[src/rtl/alg_seq_pkg.sv]
// rtl/alg_seq_pkg.sv - shared types and defaults for the ECG core sequencer
package alg_seq_pkg;

    localparam int DEF_CLK_DIV    = 100000;
    localparam int DEF_FIFO_DEPTH = 8;
    localparam int DEF_SAMPLE_W   = 11;
    localparam int DEF_RR_W       = 16;
    localparam int DEF_PEAK_W     = 32;

    localparam logic [7:0] UNDERRUN_MAX = 8'hFF;

    typedef enum logic [1:0] {
        ST_IDLE      = 2'd0,
        ST_WAIT_TICK = 2'd1,
        ST_ISSUE     = 2'd2
    } seq_state_t;

endpackage

[src/rtl/alg_sample_fifo.sv]
// rtl/alg_sample_fifo.sv - synchronous sample FIFO with extra-bit wrap pointers
module alg_sample_fifo
    import alg_seq_pkg::*;
#(
    parameter  int DEPTH = DEF_FIFO_DEPTH,
    parameter  int WIDTH = DEF_SAMPLE_W,
    localparam int AW    = $clog2(DEPTH)
) (
    input  logic             clk,
    input  logic             nrst,
    input  logic             push,
    input  logic [WIDTH-1:0] wdata,
    input  logic             pop,
    output logic [WIDTH-1:0] rdata,
    output logic             full,
    output logic             empty,
    output logic [AW:0]      level
);

    logic [WIDTH-1:0] mem [DEPTH];
    logic [AW:0]      wr_ptr;
    logic [AW:0]      rd_ptr;
    logic             do_push;
    logic             do_pop;

    assign do_push = push && !full;
    assign do_pop  = pop && !empty;

    // Pointers share the address bits when full or empty; the MSB tells them apart.
    assign empty = (wr_ptr == rd_ptr);
    assign full  = (wr_ptr[AW] != rd_ptr[AW]) && (wr_ptr[AW-1:0] == rd_ptr[AW-1:0]);
    assign level = wr_ptr - rd_ptr;
    assign rdata = mem[rd_ptr[AW-1:0]];

    always_ff @(posedge clk or negedge nrst) begin
        if (!nrst) begin
            wr_ptr <= '0;
            rd_ptr <= '0;
        end else begin
            if (do_push) wr_ptr <= wr_ptr + 1'b1;
            if (do_pop)  rd_ptr <= rd_ptr + 1'b1;
        end
    end

    always_ff @(posedge clk) begin
        if (do_push) mem[wr_ptr[AW-1:0]] <= wdata;
    end

endmodule

[src/rtl/alg_core_sequencer.sv]
// rtl/alg_core_sequencer.sv - sample-rate scheduler and R-peak result collector for alg_core
module alg_core_sequencer
    import alg_seq_pkg::*;
#(
    parameter int CLK_DIV    = DEF_CLK_DIV,
    parameter int FIFO_DEPTH = DEF_FIFO_DEPTH,
    parameter int SAMPLE_W   = DEF_SAMPLE_W,
    parameter int RR_W       = DEF_RR_W,
    parameter int PEAK_W     = DEF_PEAK_W
) (
    input  logic                clk,
    input  logic                nrst,
    input  logic                enable,
    input  logic [SAMPLE_W-1:0] in_sample,
    input  logic                in_valid,
    output logic                in_ready,
    output logic                core_ce,
    output logic [SAMPLE_W-1:0] core_ecg_value,
    output logic                core_data_valid,
    input  logic [RR_W-1:0]     core_rr_period,
    input  logic [PEAK_W-1:0]   core_r_peak_sample_num,
    output logic                res_valid,
    input  logic                res_ready,
    output logic [RR_W-1:0]     res_rr_period,
    output logic [PEAK_W-1:0]   res_peak_num,
    output logic [7:0]          underrun_cnt,
    output logic                overrun
);

    localparam int               CNT_W   = $clog2(CLK_DIV);
    localparam int               AW      = $clog2(FIFO_DEPTH);
    localparam logic [CNT_W-1:0] CNT_MAX = CNT_W'(CLK_DIV - 1);

    seq_state_t          state;
    logic [CNT_W-1:0]    tick_cnt;
    logic                tick;
    logic                fifo_push;
    logic                fifo_pop;
    logic                fifo_full;
    logic                fifo_empty;
    logic [AW:0]         fifo_level;
    logic [SAMPLE_W-1:0] fifo_rdata;
    logic [PEAK_W-1:0]   prev_peak;
    logic                new_result;

    assign in_ready  = !fifo_full;
    assign fifo_push = in_valid && in_ready;
    assign tick      = enable && (state != ST_IDLE) && (tick_cnt == CNT_MAX);
    assign fifo_pop  = enable && (state == ST_WAIT_TICK) && tick && !fifo_empty;

    alg_sample_fifo #(
        .DEPTH (FIFO_DEPTH),
        .WIDTH (SAMPLE_W)
    ) u_fifo (
        .clk   (clk),
        .nrst  (nrst),
        .push  (fifo_push),
        .wdata (in_sample),
        .pop   (fifo_pop),
        .rdata (fifo_rdata),
        .full  (fifo_full),
        .empty (fifo_empty),
        .level (fifo_level)
    );

    // The period counter keeps running through ISSUE so strobes stay exactly CLK_DIV apart.
    always_ff @(posedge clk or negedge nrst) begin
        if (!nrst) begin
            tick_cnt <= '0;
        end else if (!enable || state == ST_IDLE || tick) begin
            tick_cnt <= '0;
        end else begin
            tick_cnt <= tick_cnt + 1'b1;
        end
    end

    always_ff @(posedge clk or negedge nrst) begin
        if (!nrst) begin
            state           <= ST_IDLE;
            core_ce         <= 1'b0;
            core_data_valid <= 1'b0;
            core_ecg_value  <= '0;
            underrun_cnt    <= '0;
        end else begin
            core_data_valid <= 1'b0;
            if (!enable) begin
                state   <= ST_IDLE;
                core_ce <= 1'b0;
            end else begin
                case (state)
                    ST_IDLE: begin
                        state   <= ST_WAIT_TICK;
                        core_ce <= 1'b1;
                    end
                    ST_WAIT_TICK: begin
                        if (fifo_pop) begin
                            state           <= ST_ISSUE;
                            core_ecg_value  <= fifo_rdata;
                            core_data_valid <= 1'b1;
                        end else if (tick && underrun_cnt != UNDERRUN_MAX) begin
                            underrun_cnt <= underrun_cnt + 1'b1;
                        end
                    end
                    ST_ISSUE: begin
                        state <= ST_WAIT_TICK;
                    end
                    default: begin
                        state   <= ST_IDLE;
                        core_ce <= 1'b0;
                    end
                endcase
            end
        end
    end

    // The core has no result strobe; a change of the peak index marks a fresh result.
    assign new_result = core_ce && (core_r_peak_sample_num != prev_peak);

    always_ff @(posedge clk or negedge nrst) begin
        if (!nrst) begin
            prev_peak     <= '0;
            res_valid     <= 1'b0;
            res_rr_period <= '0;
            res_peak_num  <= '0;
            overrun       <= 1'b0;
        end else begin
            prev_peak <= core_r_peak_sample_num;
            if (new_result) begin
                res_rr_period <= core_rr_period;
                res_peak_num  <= core_r_peak_sample_num;
                res_valid     <= 1'b1;
                if (res_valid && !res_ready) overrun <= 1'b1;
            end else if (res_valid && res_ready) begin
                res_valid <= 1'b0;
            end
        end
    end

    a_level_matches_empty: assert property (@(posedge clk) disable iff (!nrst)
        (fifo_level == '0) == fifo_empty);

endmodule

[config.mk]
export PLATFORM = sky130hd
export DESIGN_NAME = alg_core_sequencer
export DESIGN_NICKNAME = d
export VERILOG_FILES = /design/src/rtl/alg_seq_pkg.sv /design/src/rtl/alg_sample_fifo.sv /design/src/rtl/alg_core_sequencer.sv
export SDC_FILE = /design/constraint.sdc
export NUM_CORES = 1
export LEC_CHECK = 0
export ABC_AREA = 1
export BUFFER_PORTS_ARGS = -buffer_cell sky130_fd_sc_hd__buf_2
export CORE_ASPECT_RATIO = 0.5
export CORE_MARGIN = 2
export CORE_UTILIZATION = 55
export DETAILED_ROUTE_END_ITERATION = 10
export PLACE_DENSITY = 0.77
export SLEW_MARGIN = 25
export SYNTH_ARGS = -nofsm -noshare
export SYNTH_HDL_FRONTEND = slang
export SYNTH_SLANG_ARGS = --single-unit
[constraint.sdc]
create_clock -name clk -period 4.9 [get_ports clk]
set_input_delay 0.98 -clock clk [delete_from_list [all_inputs] [get_ports clk]]
set_output_delay 0.98 -clock clk [all_outputs]
set_load 0.01 [all_outputs]
Yosys cells after proc, flatten, opt, wreduce, memory -nomap -nowiden

Memories as Yosys holds them, arrays and structs flattened. A register that Yosys moved wholly into a read port is not among the register bits.
Cells that the tools add are included.

Memory bits (writable): 88
Register bits: 119
Memories kept: 1
Output and inout bits: 72

Memory list:

| name       | depth | bits a word | rd ports | clocked after Yosys merged registers in | write ports | line                  | text |
|---|---|---|---|---|---|---|---|
| u_fifo.mem | 8     | 11          | 1        | 1                                       | 1           | alg_sample_fifo.sv:20 | `logic [WIDTH-1:0] mem [DEPTH];` |

Mux-type cells: 13
Reductions and logical operators: 28
Bitwise gates (word level): 1
$add $sub $neg: 4
Eq/ne operators: 10

Operators with widths:

| cell                                                                    | count |
|---|---|
| 32-bit inequality test                                                  | 1 |
| 17-bit by 1-bit adder with 17-bit output, second input constant         | 1 |
| 17-bit equality test, second input constant                             | 1 |
| 17-bit 2-to-1 mux                                                       | 1 |
| 1-bit logical AND                                                       | 13 |
| 4-bit by 1-bit adder with 4-bit output, second input constant           | 2 |
| 8-bit by 1-bit adder with 8-bit output, second input constant           | 1 |
| 1-bit 2-to-1 mux                                                        | 8 |
| 8-bit inequality test, second input constant                            | 1 |
| 1-bit zero test                                                         | 5 |
| 4-bit equality test                                                     | 1 |
| 2-bit 2-to-1 mux                                                        | 2 |
| 2-bit case mux with 2 select lines                                      | 1 |
| 4-bit AND reduction                                                     | 1 |
| 2-bit nonzero test                                                      | 2 |
| 2-bit OR reduction                                                      | 2 |
| 3-bit equality test                                                     | 1 |
| 3-bit by 2-bit inequality test with 1-bit output, second input constant | 1 |
| 3-bit AND reduction                                                     | 1 |
| 2-bit by 1-bit equality test with 1-bit output, second input constant   | 1 |
| 2-bit equality test, second input constant                              | 1 |
| 2-bit zero test                                                         | 1 |
| 1-bit logical OR                                                        | 2 |
| 2-bit inequality test, second input constant                            | 1 |
| 4 further kinds                                                         | 4 |

Longest topological paths before layout

Depth in word-level cells: 8
Gate-level depth with buffers: 13

Hierarchy

Synthesis repeated with hierarchy kept, for this count alone.

Cell total of the unflattened synthesis: 1066
Area total of the unflattened synthesis: 9756.9 sq um

Modules (own cells, without submodules):

| module             | area an instance (sq um) | cells an instance | sequential area each (sq um) | times used |
|---|---|---|---|---|
| alg_core_sequencer | 5250.0                   | 589               | 3052.9                       | 1 |
| alg_sample_fifo    | 4506.8                   | 477               | 2842.7                       | 1 |

Least setup slack after synthesis

Ideal clock, no wire load.

Path kind: input-to-reg
From: input in_valid
To: memory u_fifo.mem[6][0] (netlist bit) (enable)
Library setup time: 408 ps
Data arrival time: 2200 ps
Stages: 2
Data required time: 4492 ps
Slack: 2292 ps
Cells stage by stage: nand2_1 nor4_1

Word-level cells in the longest chain between the ends: 4

RTL lines:

| item                                   | line                     | text |
|---|---|---|
| start: declaration                     | alg_core_sequencer.sv:15 | `input logic in_valid,` |
| 1-bit logical AND                      | alg_core_sequencer.sv:47 | `assign fifo_push = in_valid && in_ready;` |
| 1-bit logical AND                      | alg_sample_fifo.sv:26    | `assign do_push = push && !full;` |
| 1-bit 2-to-1 mux                       | alg_sample_fifo.sv:46    | `if (do_push) mem[wr_ptr[AW-1:0]] <= wdata;` |
| 1-bit 2-to-1 mux (implied by the code) | alg_sample_fifo.sv:46    |  |
| end: declaration                       | alg_sample_fifo.sv:20    |  |

No other way between the ends.

Worst setup path after layout

From: register u_fifo.rd_ptr[1]
To: output in_ready

Word-level cells in the longest chain between the ends: 3

RTL lines:

| item                     | line                     | text |
|---|---|---|
| start: declaration       | alg_sample_fifo.sv:22    | `logic [AW:0] rd_ptr;` |
| start signal: assignment | alg_sample_fifo.sv:41    | `if (do_pop) rd_ptr <= rd_ptr + 1'b1;` |
| 3-bit equality test      | alg_sample_fifo.sv:31    | `assign full = (wr_ptr[AW] != rd_ptr[AW]) && (wr_ptr[AW-1:0] == rd_ptr[AW-1:0]);` |
| 1-bit logical AND        | alg_sample_fifo.sv:31    |  |
| 1-bit zero test          | alg_core_sequencer.sv:46 | `assign in_ready = !fifo_full;` |
| end: declaration         | alg_core_sequencer.sv:16 | `output logic in_ready,` |

No other way between the ends.

==> impl.org <==
** Worst setup path
- STA classifies the critical path endpoint as an output pin.
- End of the worst register-to-register path :: u_fifo.mem[6][8]
- Endpoint of the most critical setup path :: in_ready
- Critical path data required time :: 3.92 ns
- The worst setup path is of the reg2out kind.
- The most critical setup path has its startpoint at u_fifo.rd_ptr[1].
- The worst register-to-register path has a setup slack of 2.28 ns.
- Of all nets on the critical path, the largest fanout is 26.
- The worst setup path is launched from a flop.
- Worst r2r path cells :: 4
- For the worst setup path, the data arrival time is 1.96 ns.
- The startpoint identified for the worst register-to-register timing path is u_fifo.rd_ptr[1].

** Yosys
- Summed instance area of the synthesized netlist :: 9021 um2
- In the synthesized netlist, the number of instances is 885.
- In the synthesized netlist the async set-or-reset flop fraction comes to 59.63%.
- In the synthesized netlist the dominant register cell turns out to be sky130_fd_sc_hd__dfrtp_1.
- EDFF count, synth :: 88
- For this run, the number of Yosys warnings is 0.
- The number of nets in the synthesized netlist is 956.
- Sequential cells were found to cover 65.35% of the synthesized design area.
- Number of library cell types mapped by synthesis :: 38
- After synthesis the netlist holds a flip-flop and latch count of 218.
- Ranked by total cell area, the synthesized netlist is headed by sky130_fd_sc_hd__dfrtp_1 (36%), sky130_fd_sc_hd__edfxtp_1 (29%), sky130_fd_sc_hd__nand2_1 (9.7%).
- Area share of the largest cell type after synthesis :: 36.06%
- Among all cell types in the netlist, the one instantiated most often is sky130_fd_sc_hd__nand2_1.
- Top cells by count, synth :: sky130_fd_sc_hd__nand2_1 (234), sky130_fd_sc_hd__dfrtp_1 (130), sky130_fd_sc_hd__nor2_1 (122), sky130_fd_sc_hd__edfxtp_1 (88), sky130_fd_sc_hd__nand3_1 (63)
- Synthesized area divided by synthesized cell count :: 10.19 um2
- Summed over all instances, the cell type with the most area after synthesis is sky130_fd_sc_hd__dfrtp_1.

** CTS
- Num Clock Sinks :: 218
- The clock passes through at most 3 buffers.
- Post-CTS repair changed the size of 0 cells.
- TritonCTS built the clock tree.
- CTS H-Tree Depth :: 1
- Hold-fix buffers, CTS :: 0
- Clock buffer count from CTS :: 20
- Clock latency on the worst-skew pair, taken at its later pin, is 0.49 ns.
- Cell chosen for the clock root :: sky130_fd_sc_hd__clkbuf_16
- Post-CTS setup-driven buffer insertion count :: 0
- After clock tree synthesis, the clock-pin slew on the worst setup and hold paths is 0.07 ns.

** STA
- In the final timing run, aggregate negative setup slack is 0 ns.
- Unrepaired setup endpoints after global routing :: false
- Headroom to the max-slew limit came out at 34.01%.
- Final max-slew violation count :: 0
- Between clock sinks in the finished design, the worst skew comes to 0.008791 ns.
- Worst Max-Slew Pin Slew :: 0.9825 ns
- Final critical-path setup slack :: 1.960 ns
- Fin. Hold Viols :: 0
- The smallest clock period supported by the final layout is computed as 2.940 ns.
- Timing would allow up to 340.1 MHz.
- Dividing the final minimum period by the clock period gives 60.00%.
- Setup violations remaining at the end of the flow were counted as 0.

** Floorplan
- Chip Width :: 185.1 um
- Die area :: 17500 um2
- In this run the count of I/O pins placed on the die edge is 136.
- Die Y-Extent :: 94.56 um
- The initial utilization of the core area, before any placement, comes to 55.59%.
- Std-Cell Rows :: 33
- Std-Cell Core Area :: 16230 um2

** Power and ir drop
- Final Power :: 0.004407 W
- In this run, the combinational gates consume 15.2% of the power.
- Worst VDD drop :: 0.0002089 V
- Part of the total power dissipated in sequential elements :: 51.3%
- Of the total power, the share spent switching nets is 26.89%.
- Design internal power :: 0.003222 W
- Net Sw Power :: 0.001185 W
- For this design the static power due to leakage is 4.893 nW.
- Power Density :: 417.0 nW/um2
- Power share of the clock group :: 33.5%

** Placement
- Gp weighted congestion :: 0.7973
- Placement-stage worst setup slack :: 1.837 ns
- The count of buffers added on input and output ports is 135.
- Post-detail-place hpwl :: 12.72 mm
- The number of placed instances, taps included, is 1224.

** Global routing
- The first global-routing pass estimated 31.80 mm of wire.
- Number of antenna violations at the first check in global routing :: 1
- Vias in the first global route :: 6334
- Maximum number of pins on one net before global-route repair :: 75
- Overall routing resource usage :: 23.33%
- Global-route congestion overflow total :: 0

** Layout
- Fraction of layout cells with a size suffix above 1 :: 18.30%
- Post-route non-filler standard cell count :: 1261
- Number of nets in the layout :: 1091
- Signed area change from the synthesized netlist to the final layout :: 17.13%

** Detailed routing
- Drt first pass iters :: 5
- In this run the remaining antenna-violating nets after routing total 0.
- DRT Wirelength :: 20.39 mm
- After detailed routing, the number of remaining DRC violations is 0.
- In the final routed layout, each cell accounts on average for 16.17 um.
- Mean number of vias per cell :: 5.304
- Total vias in the final route :: 6688
- Number of violations reported at the end of detailed-routing iteration 0 :: 471

** Hold path
- The min-delay analysis places its worst path in the category in2async.

** Job
- MaxCap Viol Count :: 0

** Outcome
- Status :: completed
worst min path at each step:
| stage | from | to | slack, ns |
|---|---|---|---|
| after floorplan | tick_cnt[0] | tick_cnt[0] | 0.43 |
| after global placement | overrun | overrun | 0.44 |
| after detailed placement | res_rr_period[4] | res_rr_period[4] | 0.45 |
| after CTS | res_rr_period[4] | res_rr_period[4] | 0.47 |
| after global routing | nrst | res_peak_num[6] | 0.41 |
| final | nrst | res_peak_num[6] | 0.41 |
per-layer routing:
| metal | global-route usage [%] | part of all wire, % | up-vias |
|---|---|---|---|
| met1 | 31.66 | 43 | 3236 |
| met3 | 4.165 | 6.0 | 41 |
| met5 | 0 | 0 | - |
| li1 | - | - | 3192 |
| met4 | 7.606 | 2.5 | 0 |
| met2 | 38.80 | 48 | 219 |
critical path: stages, from the launching register on:
cell and delay, ns:
sky130_fd_sc_hd__dfrtp_1 0.93, sky130_fd_sc_hd__xnor2_1 0.21, sky130_fd_sc_hd__nand4_1 0.15, sky130_fd_sc_hd__buf_2 0.17
power by group through the flow:
stage	clock, W	sequential, W	combinational, W
2_1_floorplan	0	0.00234	0.000304
6_report	0.00148	0.00226	0.000671
3_5_place_dp	0	0.00229	0.000665
3_3_place_gp	0	0.00229	0.000645
4_1_cts	0.00149	0.00226	0.000675
5_1_grt	0.00157	0.00229	0.000755
through the flow:
stage	hold slack, ns	util (%)	area (um2)
floorplan	0.4319	-	9021
global placement	0.4409	61.17	9926
detailed placement	0.4536	61.17	9926
CTS	0.4690	64.93	10540
global route	0.4110	65.10	10560
finish	0.4103	65.12	10570
cell families (layout without fill, tap and decap cells):
logic type | Yosys count | count (layout) | synth area share, %
buffers and inverters | 83 | 231 | 3.911
XOR/XNOR | 39 | 39 | 3.786
AO/OA/AOI/OAI | 90 | 90 | 5.368
AND/OR/NAND/NOR | 448 | 448 | 20.61
flip-flops | 218 | 218 | 65.35
other | 0 | 1 | 0
adder cells (fa/ha/maj) | 7 | 7 | 0.9708
layout by cell type, fill, tap and decap left out, types with 3 or more instances in the layout:
| master | instances |
|---|---|
| sky130_fd_sc_hd__a31oi_1 | 3 |
| sky130_fd_sc_hd__clkbuf_16 | 21 |
| sky130_fd_sc_hd__ha_1 | 7 |
| sky130_fd_sc_hd__clkbuf_1 | 8 |
| sky130_fd_sc_hd__inv_1 | 43 |
| sky130_fd_sc_hd__o21ai_0 | 58 |
| sky130_fd_sc_hd__nand2_1 | 234 |
| sky130_fd_sc_hd__a21oi_1 | 6 |
| sky130_fd_sc_hd__clkbuf_8 | 3 |
| sky130_fd_sc_hd__dfrtp_1 | 130 |
| sky130_fd_sc_hd__edfxtp_1 | 88 |
| sky130_fd_sc_hd__clkinv_2 | 3 |
| sky130_fd_sc_hd__nor2_1 | 121 |
| sky130_fd_sc_hd__buf_2 | 134 |
| sky130_fd_sc_hd__xor2_1 | 10 |
| sky130_fd_sc_hd__o22ai_1 | 22 |
| sky130_fd_sc_hd__nand4_1 | 10 |
| sky130_fd_sc_hd__nor3_1 | 3 |
| sky130_fd_sc_hd__nand3_1 | 63 |
| sky130_fd_sc_hd__xnor2_1 | 29 |
| sky130_fd_sc_hd__buf_4 | 14 |
cell type report:
type | count | area (um2)
clock inverter | 3 | 13.76
clock buffer | 32 | 596.8
fill | 1300 | 5660
multi-input combinational | 584 | 2790
antenna | 1 | 2.502
inverter | 47 | 180.2
tap | 227 | 284.0
timing repair buffer | 149 | 803.3
sequential | 218 | 5896
sequential cells by signal, indices dropped and copies added (netlist names):
register	cells
u_fifo.rd_ptr	4
u_fifo.wr_ptr	4
underrun_cnt	8
state	2
tick_cnt	17
res_peak_num	32
u_fifo.mem	88
core_data_valid	1
core_ce	1
core_ecg_value	11
prev_peak	32
res_valid	1
overrun	1
res_rr_period	16
(Power assumes the default switching activity.)
